===== config.mk =====
export PLATFORM = sky130hd
export DESIGN_NAME = uart_tx_fifo
export DESIGN_NICKNAME = d
export VERILOG_FILES = /design/src/rtl/uart_tx_fifo.sv
export SDC_FILE = /design/constraint.sdc
export NUM_CORES = 1
export LEC_CHECK = 0
export CAP_MARGIN = 25
export CORE_MARGIN = 2
export CORE_UTILIZATION = 25
export CTS_BUF_LIST = sky130_fd_sc_hd__clkbuf_16
export DETAILED_ROUTE_END_ITERATION = 12
export GPL_TIMING_DRIVEN = 0
export PLACE_DENSITY = 0.49
export SKIP_LAST_GASP = 1
export SLEW_MARGIN = 30
export SYNTH_ARGS = -nofsm -noshare
export SYNTH_HDL_FRONTEND = slang
export SYNTH_SLANG_ARGS = --single-unit
export TNS_END_PERCENT = 20

===== constraint.sdc =====
create_clock -name i_sys_clk -period 4.7 [get_ports i_sys_clk]
set_clock_uncertainty 0.15 [all_clocks]
set_input_delay 0.47 -clock i_sys_clk [delete_from_list [all_inputs] [get_ports i_sys_clk]]
set_output_delay 0.47 -clock i_sys_clk [all_outputs]
set_load 0.02 [all_outputs]

===== src/rtl/uart_tx_fifo.sv =====
// uart_tx_fifo: 8N1 UART transmitter (LSB first) fed by a small byte FIFO.
//
// Ports:
//   i_sys_clk     system clock, all logic on the rising edge
//   i_sys_rst     synchronous reset, active-high
//   i_send_en     write strobe, one byte per asserted cycle
//   i_send_data   byte to send, taken when i_send_en && o_send_ready
//   o_send_ready  FIFO not full
//   o_fifo_cnt    bytes currently held in the FIFO
//   o_busy        frame on the line or FIFO non-empty
//   o_tx_pin      registered serial output, idle high
module uart_tx_fifo #(
  parameter int CLK_FRE    = 50,
  parameter int UART_RATE  = 115200,
  parameter int FIFO_DEPTH = 16
) (
  input  logic                          i_sys_clk,
  input  logic                          i_sys_rst,
  input  logic                          i_send_en,
  input  logic [7:0]                    i_send_data,
  output logic                          o_send_ready,
  output logic [$clog2(FIFO_DEPTH):0]   o_fifo_cnt,
  output logic                          o_busy,
  output logic                          o_tx_pin
);

  localparam int RATE_CNT = CLK_FRE * 1000000 / UART_RATE - 1;
  localparam int AW       = $clog2(FIFO_DEPTH);
  localparam int CW       = $clog2(RATE_CNT + 1);

  localparam logic [CW-1:0] RATE_END   = CW'(RATE_CNT);
  localparam logic [AW:0]   DEPTH_FULL = (AW + 1)'(FIFO_DEPTH);

  localparam logic [1:0] TX_IDLE  = 2'd0;
  localparam logic [1:0] TX_START = 2'd1;
  localparam logic [1:0] TX_DATA  = 2'd2;
  localparam logic [1:0] TX_STOP  = 2'd3;

  // FIFO storage and pointers; one extra pointer bit distinguishes full from empty
  logic [7:0]    mem_q [FIFO_DEPTH];
  logic [AW:0]   wr_ptr_q, wr_ptr_d;
  logic [AW:0]   rd_ptr_q, rd_ptr_d;
  logic [AW:0]   fifo_cnt;
  logic          fifo_empty;
  logic          push;
  logic          pop;
  logic [7:0]    fifo_head;

  // Serialiser state
  logic [1:0]    state_q, state_d;
  logic [CW-1:0] cyc_q, cyc_d;
  logic [2:0]    bit_q, bit_d;
  logic [7:0]    shift_q, shift_d;
  logic          tx_q, tx_d;
  logic          bit_end;

  assign fifo_cnt     = wr_ptr_q - rd_ptr_q;
  assign fifo_empty   = (fifo_cnt == '0);
  assign o_send_ready = (fifo_cnt < DEPTH_FULL);
  assign push         = i_send_en && o_send_ready;
  assign fifo_head    = mem_q[rd_ptr_q[AW-1:0]];
  assign bit_end      = (cyc_q == RATE_END);

  assign o_fifo_cnt = fifo_cnt;
  assign o_busy     = (state_q != TX_IDLE) || !fifo_empty;
  assign o_tx_pin   = tx_q;

  assign wr_ptr_d = wr_ptr_q + (push ? (AW + 1)'(1) : '0);
  assign rd_ptr_d = rd_ptr_q + (pop  ? (AW + 1)'(1) : '0);

  always_comb begin
    state_d = state_q;
    cyc_d   = cyc_q;
    bit_d   = bit_q;
    shift_d = shift_q;
    tx_d    = tx_q;
    pop     = 1'b0;
    case (state_q)
      TX_IDLE: begin
        tx_d = 1'b1;
        if (!fifo_empty) begin
          pop     = 1'b1;
          shift_d = fifo_head;
          tx_d    = 1'b0;
          cyc_d   = '0;
          state_d = TX_START;
        end
      end
      TX_START: begin
        if (bit_end) begin
          cyc_d   = '0;
          bit_d   = '0;
          tx_d    = shift_q[0];
          state_d = TX_DATA;
        end else begin
          cyc_d = cyc_q + CW'(1);
        end
      end
      TX_DATA: begin
        if (bit_end) begin
          cyc_d = '0;
          if (bit_q == 3'd7) begin
            tx_d    = 1'b1;
            state_d = TX_STOP;
          end else begin
            // shift register keeps the bit on the line in position 0
            bit_d   = bit_q + 3'd1;
            shift_d = {1'b0, shift_q[7:1]};
            tx_d    = shift_q[1];
          end
        end else begin
          cyc_d = cyc_q + CW'(1);
        end
      end
      TX_STOP: begin
        if (bit_end) begin
          cyc_d = '0;
          // chain straight into the next start bit when more data is queued
          if (!fifo_empty) begin
            pop     = 1'b1;
            shift_d = fifo_head;
            tx_d    = 1'b0;
            state_d = TX_START;
          end else begin
            state_d = TX_IDLE;
          end
        end else begin
          cyc_d = cyc_q + CW'(1);
        end
      end
      default: begin
        tx_d    = 1'b1;
        state_d = TX_IDLE;
      end
    endcase
  end

  always_ff @(posedge i_sys_clk) begin
    if (push && !i_sys_rst) begin
      mem_q[wr_ptr_q[AW-1:0]] <= i_send_data;
    end
  end

  always_ff @(posedge i_sys_clk) begin
    if (i_sys_rst) begin
      wr_ptr_q <= '0;
      rd_ptr_q <= '0;
      state_q  <= TX_IDLE;
      cyc_q    <= '0;
      bit_q    <= '0;
      shift_q  <= '0;
      tx_q     <= 1'b1;
    end else begin
      wr_ptr_q <= wr_ptr_d;
      rd_ptr_q <= rd_ptr_d;
      state_q  <= state_d;
      cyc_q    <= cyc_d;
      bit_q    <= bit_d;
      shift_q  <= shift_d;
      tx_q     <= tx_d;
    end
  end

endmodule


==> summary.md <==
| Metric | Value |
|---|---|
| Sw Pwr | 1440 uW |
| Slew @ Worst Pin | 0.8815 ns |
| Buffers added on ports | 17 |
| R2r startpoint | rd_ptr_q[3] |
| WP data required | 4.08 ns |
| Clock root cell | clkbuf_16 |
| Clock Path Buffers | 2 |
| Slowest stage delay, CP | 0.62 ns |
| Die height | 168.3 microns |
| R2R setup slack | 0.68 ns |
| Synth area leader | edfxtp_1 |
| Hold-fix buffers at CTS | 0 |
| Max_cap viols | 0 |
| Initial Util | 25.25% |
| Sum of negative setup slack | 0 ns |
| First-pass GRT wire length | 22.02 mm |
| H-Tree Depth | 4 |
| Highest clock rate | 227.3 MHz |
| Number of synthesized register bits | 161 |
| CP Class | reg2out |
| Via density | 4.627 |
| Part of the power in the clock network | 30.1% |
| Slowest CP cell | clkdlybuf4s50_1 |
| Pre-CTS setup slack | 0.1821 ns |
| Skew-Pair Late Insertion Delay | 0.43 ns |
| Resize count post-CTS | 2 |
| Antenna Diode Count | 0 |
| Syn-to-layout area delta | 17.72% |
| DRC marker count from the first detailed-route iteration | 302 |
| Drt total wl | 14.46 mm |
| RSZ-0062 raised after global routing | false |
| Synthesized area | 6749 sq um |
| Power Dens Cells | 552.1 nW/um^2 |
| CTS tree | built |
| Final setup viols | 0 |
| CP Cell Sequence | clkbuf_2 > clkbuf_4 > inv_1 > ha_1 > and3b_1 > or3_4 > a2111oi_4 > nand3_2 > clkdlybuf4s50_1 |
| Initial antenna violation count | 0 |
| Placeable Area | 26730 sq um |
| Worst Setup Start Kind | register |
| DIE AREA | 28330 sq um |
| Drt drc | 0 |
| Clock-pin slew on the worst setup and hold paths | 0.07 ns |
| Tmin final | 4.400 ns |
| Reg2reg path depth | 9 |
| Post-synth EDFFs | 128 |
| Avg Cell Area, Syn | 16.58 sq um |
| Switching share of power | 32.83% |
| Number of global-route vias before repair | 3780 |
| Part of the power in registers | 38.2% |
| Global route overflow | 0 |
| Most frequent cells in the layout | edfxtp_1 (128), mux4_2 (40), dfxtp_1 (33) |
| Final ANT Viol Nets | 0 |
| Tcrit/Tclk final | 93.61% |
| Hold WS | 0.3193 ns |
| Nets | 471 |
| Post-DP Area | 7366 sq um |
| Peak supply drop | 0.2630 mV |
| CP Data Arrival Time | 3.78 ns |
| Global placement routability congestion | 0.7702 |
| Unique masters post-synth | 45 |
| Synth top area share | 56.95% |
| CP endpoint kind | output pin |
| Post-synth top flop | edfxtp_1 |
| Status | completed |
| Crit Path Max Fanout | 10 |
| Mean routed wirelength per cell | 18.14 microns |
| Vias | 3688 |
| Ports | 19 |
| WHS Endpoint | rd_ptr_q[1] |
| Leakage Power | 0.002574 uW |
| Worst hold stages | 2 |
| Relative slew slack | 41.01% |
| Largest net degree at the start of global routing | 18 |
| Count of yosys warnings during synthesis | 0 |
| Post-synthesis cell count | 407 |
| Final instance area | 7945 sq um |
| Fraction of layout cells with a size suffix above 1 | 19.52% |
| # fillers | 2639 |
| Die X | 168.3 microns |
| GRT Total Usage | 10.72% |
| Async set-reset flop share out of synthesis | 0% |
| Hold Startpoint | i_sys_rst |
| Cts bufs inserted | 17 |
| Final worst slack | 0.3003 ns |
| Post-Syn Nets | 435 |
| DP Wirelength | 9.855 mm |
| Rows | 60 |
| Combinational share of power | 31.6% |
| Hold Path Class | in2reg |
| Register area share after synthesis | 66.74% |
| FF-to-FF End | mem_q[5][3] |
| Hold Vio Cnt, Final | 0 |
| Area contributors post-synth | edfxtp_1 (57%), mux4_2 (13%), dfxtp_1 (9.8%), ha_1 (3.0%), nor2_1 (1.5%) |
| Commonest non-fill, non-tap cell in the layout | edfxtp_1 |
| Postcts setup bufs | 0 |
| CTS sink cnt | 161 |
| Internal power | 2946 uW |
| Max-slew violation count | 0 |
| DRT Pass-1 Iters | 5 |
-- cells in the mapped netlist, types with 5 or more instances --
master / n
nor2b_1: 5
a21oi_1: 14
dfxtp_1: 33
nand3_1: 6
mux4_2: 40
xnor2_1: 5
ha_1: 16
o21ai_0: 12
nand2b_1: 6
clkbuf_1: 15
nor3_1: 11
nor2_1: 27
o311a_1: 7
mux2i_1: 8
inv_1: 13
nand2_1: 9
edfxtp_1: 128
nand4_1: 7
-- per-layer routing --
metal,track usage [%],share of wire [%]
met5,0,0
met4,3.673,1.5
met1,13.38,44
met2,17.75,50
met3,3.244,5.2
-- worst max-delay path, delay by kind of cell, from the launching register on --
family	cells	cell delay, ns
fa+ha+maj	1	0.27
flops	1	0.40
simple gates	3	0.87
buf+inv	4	1.23
compound gates	1	0.58
-- worst max path at each step --
stage                     slack (ns)  cells after the start     endpoint        start
after floorplan                 1.28                     13  rd_ptr_q[4]  rd_ptr_q[1]
after global placement          0.24                      9       o_busy  rd_ptr_q[1]
after detailed placement        0.18                      9       o_busy  rd_ptr_q[1]
after CTS                       0.06                      9       o_busy  rd_ptr_q[1]
after global routing            0.11                      9       o_busy  rd_ptr_q[1]
final                           0.30                      9       o_busy  rd_ptr_q[1]
-- flip-flops by register name, summed over array words and instances (netlist names) --
signal    flops
cyc_q         9
wr_ptr_q      5
rd_ptr_q      5
state_q       2
shift_q       8
o_tx_pin      1
mem_q       128
bit_q         3
-- power by group through the flow --
stage | combinational (uW) | clock, uW | sequential (uW)
floorplan | 968 | 0 | 1700
global placement | 1370 | 0 | 1700
detailed placement | 1400 | 0 | 1710
CTS | 1410 | 1360 | 1680
global route | 1530 | 1420 | 1690
finish | 1390 | 1320 | 1680
-- cells by family (layout without fill, tap and decap cells) --
kind of cell,Yosys count,after routing,share of synthesized area (%)
muxes,49,49,14.70
xor gates and xnor gates,9,9,1.168
and+or+nand+nor,84,84,6.378
adders and majority gates,17,17,3.263
buffers and inverters,33,82,1.909
DFF,161,161,66.74
AOI/OAI and AO/OA,54,54,5.840
-- final cells by class --
cell class | count | area (sq um) | share of cell area (%)
Buffer | 19 | 81.33 | 1.024
Clock inverter | 15 | 142.6 | 1.795
Sequential cell | 161 | 4504 | 56.69
Timing Repair Buffer | 17 | 170.2 | 2.142
Multi-Input combinational cell | 213 | 2142 | 26.96
Clock buffer | 17 | 425.4 | 5.354
Inverter | 14 | 52.55 | 0.6614
Tap cell | 341 | 426.7 | 5.370
-- metrics by stage --
step                      std cells  util (%)  power (uW)
after global placement          765     27.49        3073
after floorplan                 407         -        2664
final                           797     29.73        4386
after CTS                       797     29.70        4451
after global routing            797     29.73        4635
after detailed placement        765     27.56        3110
(Power assumes the default switching activity.)
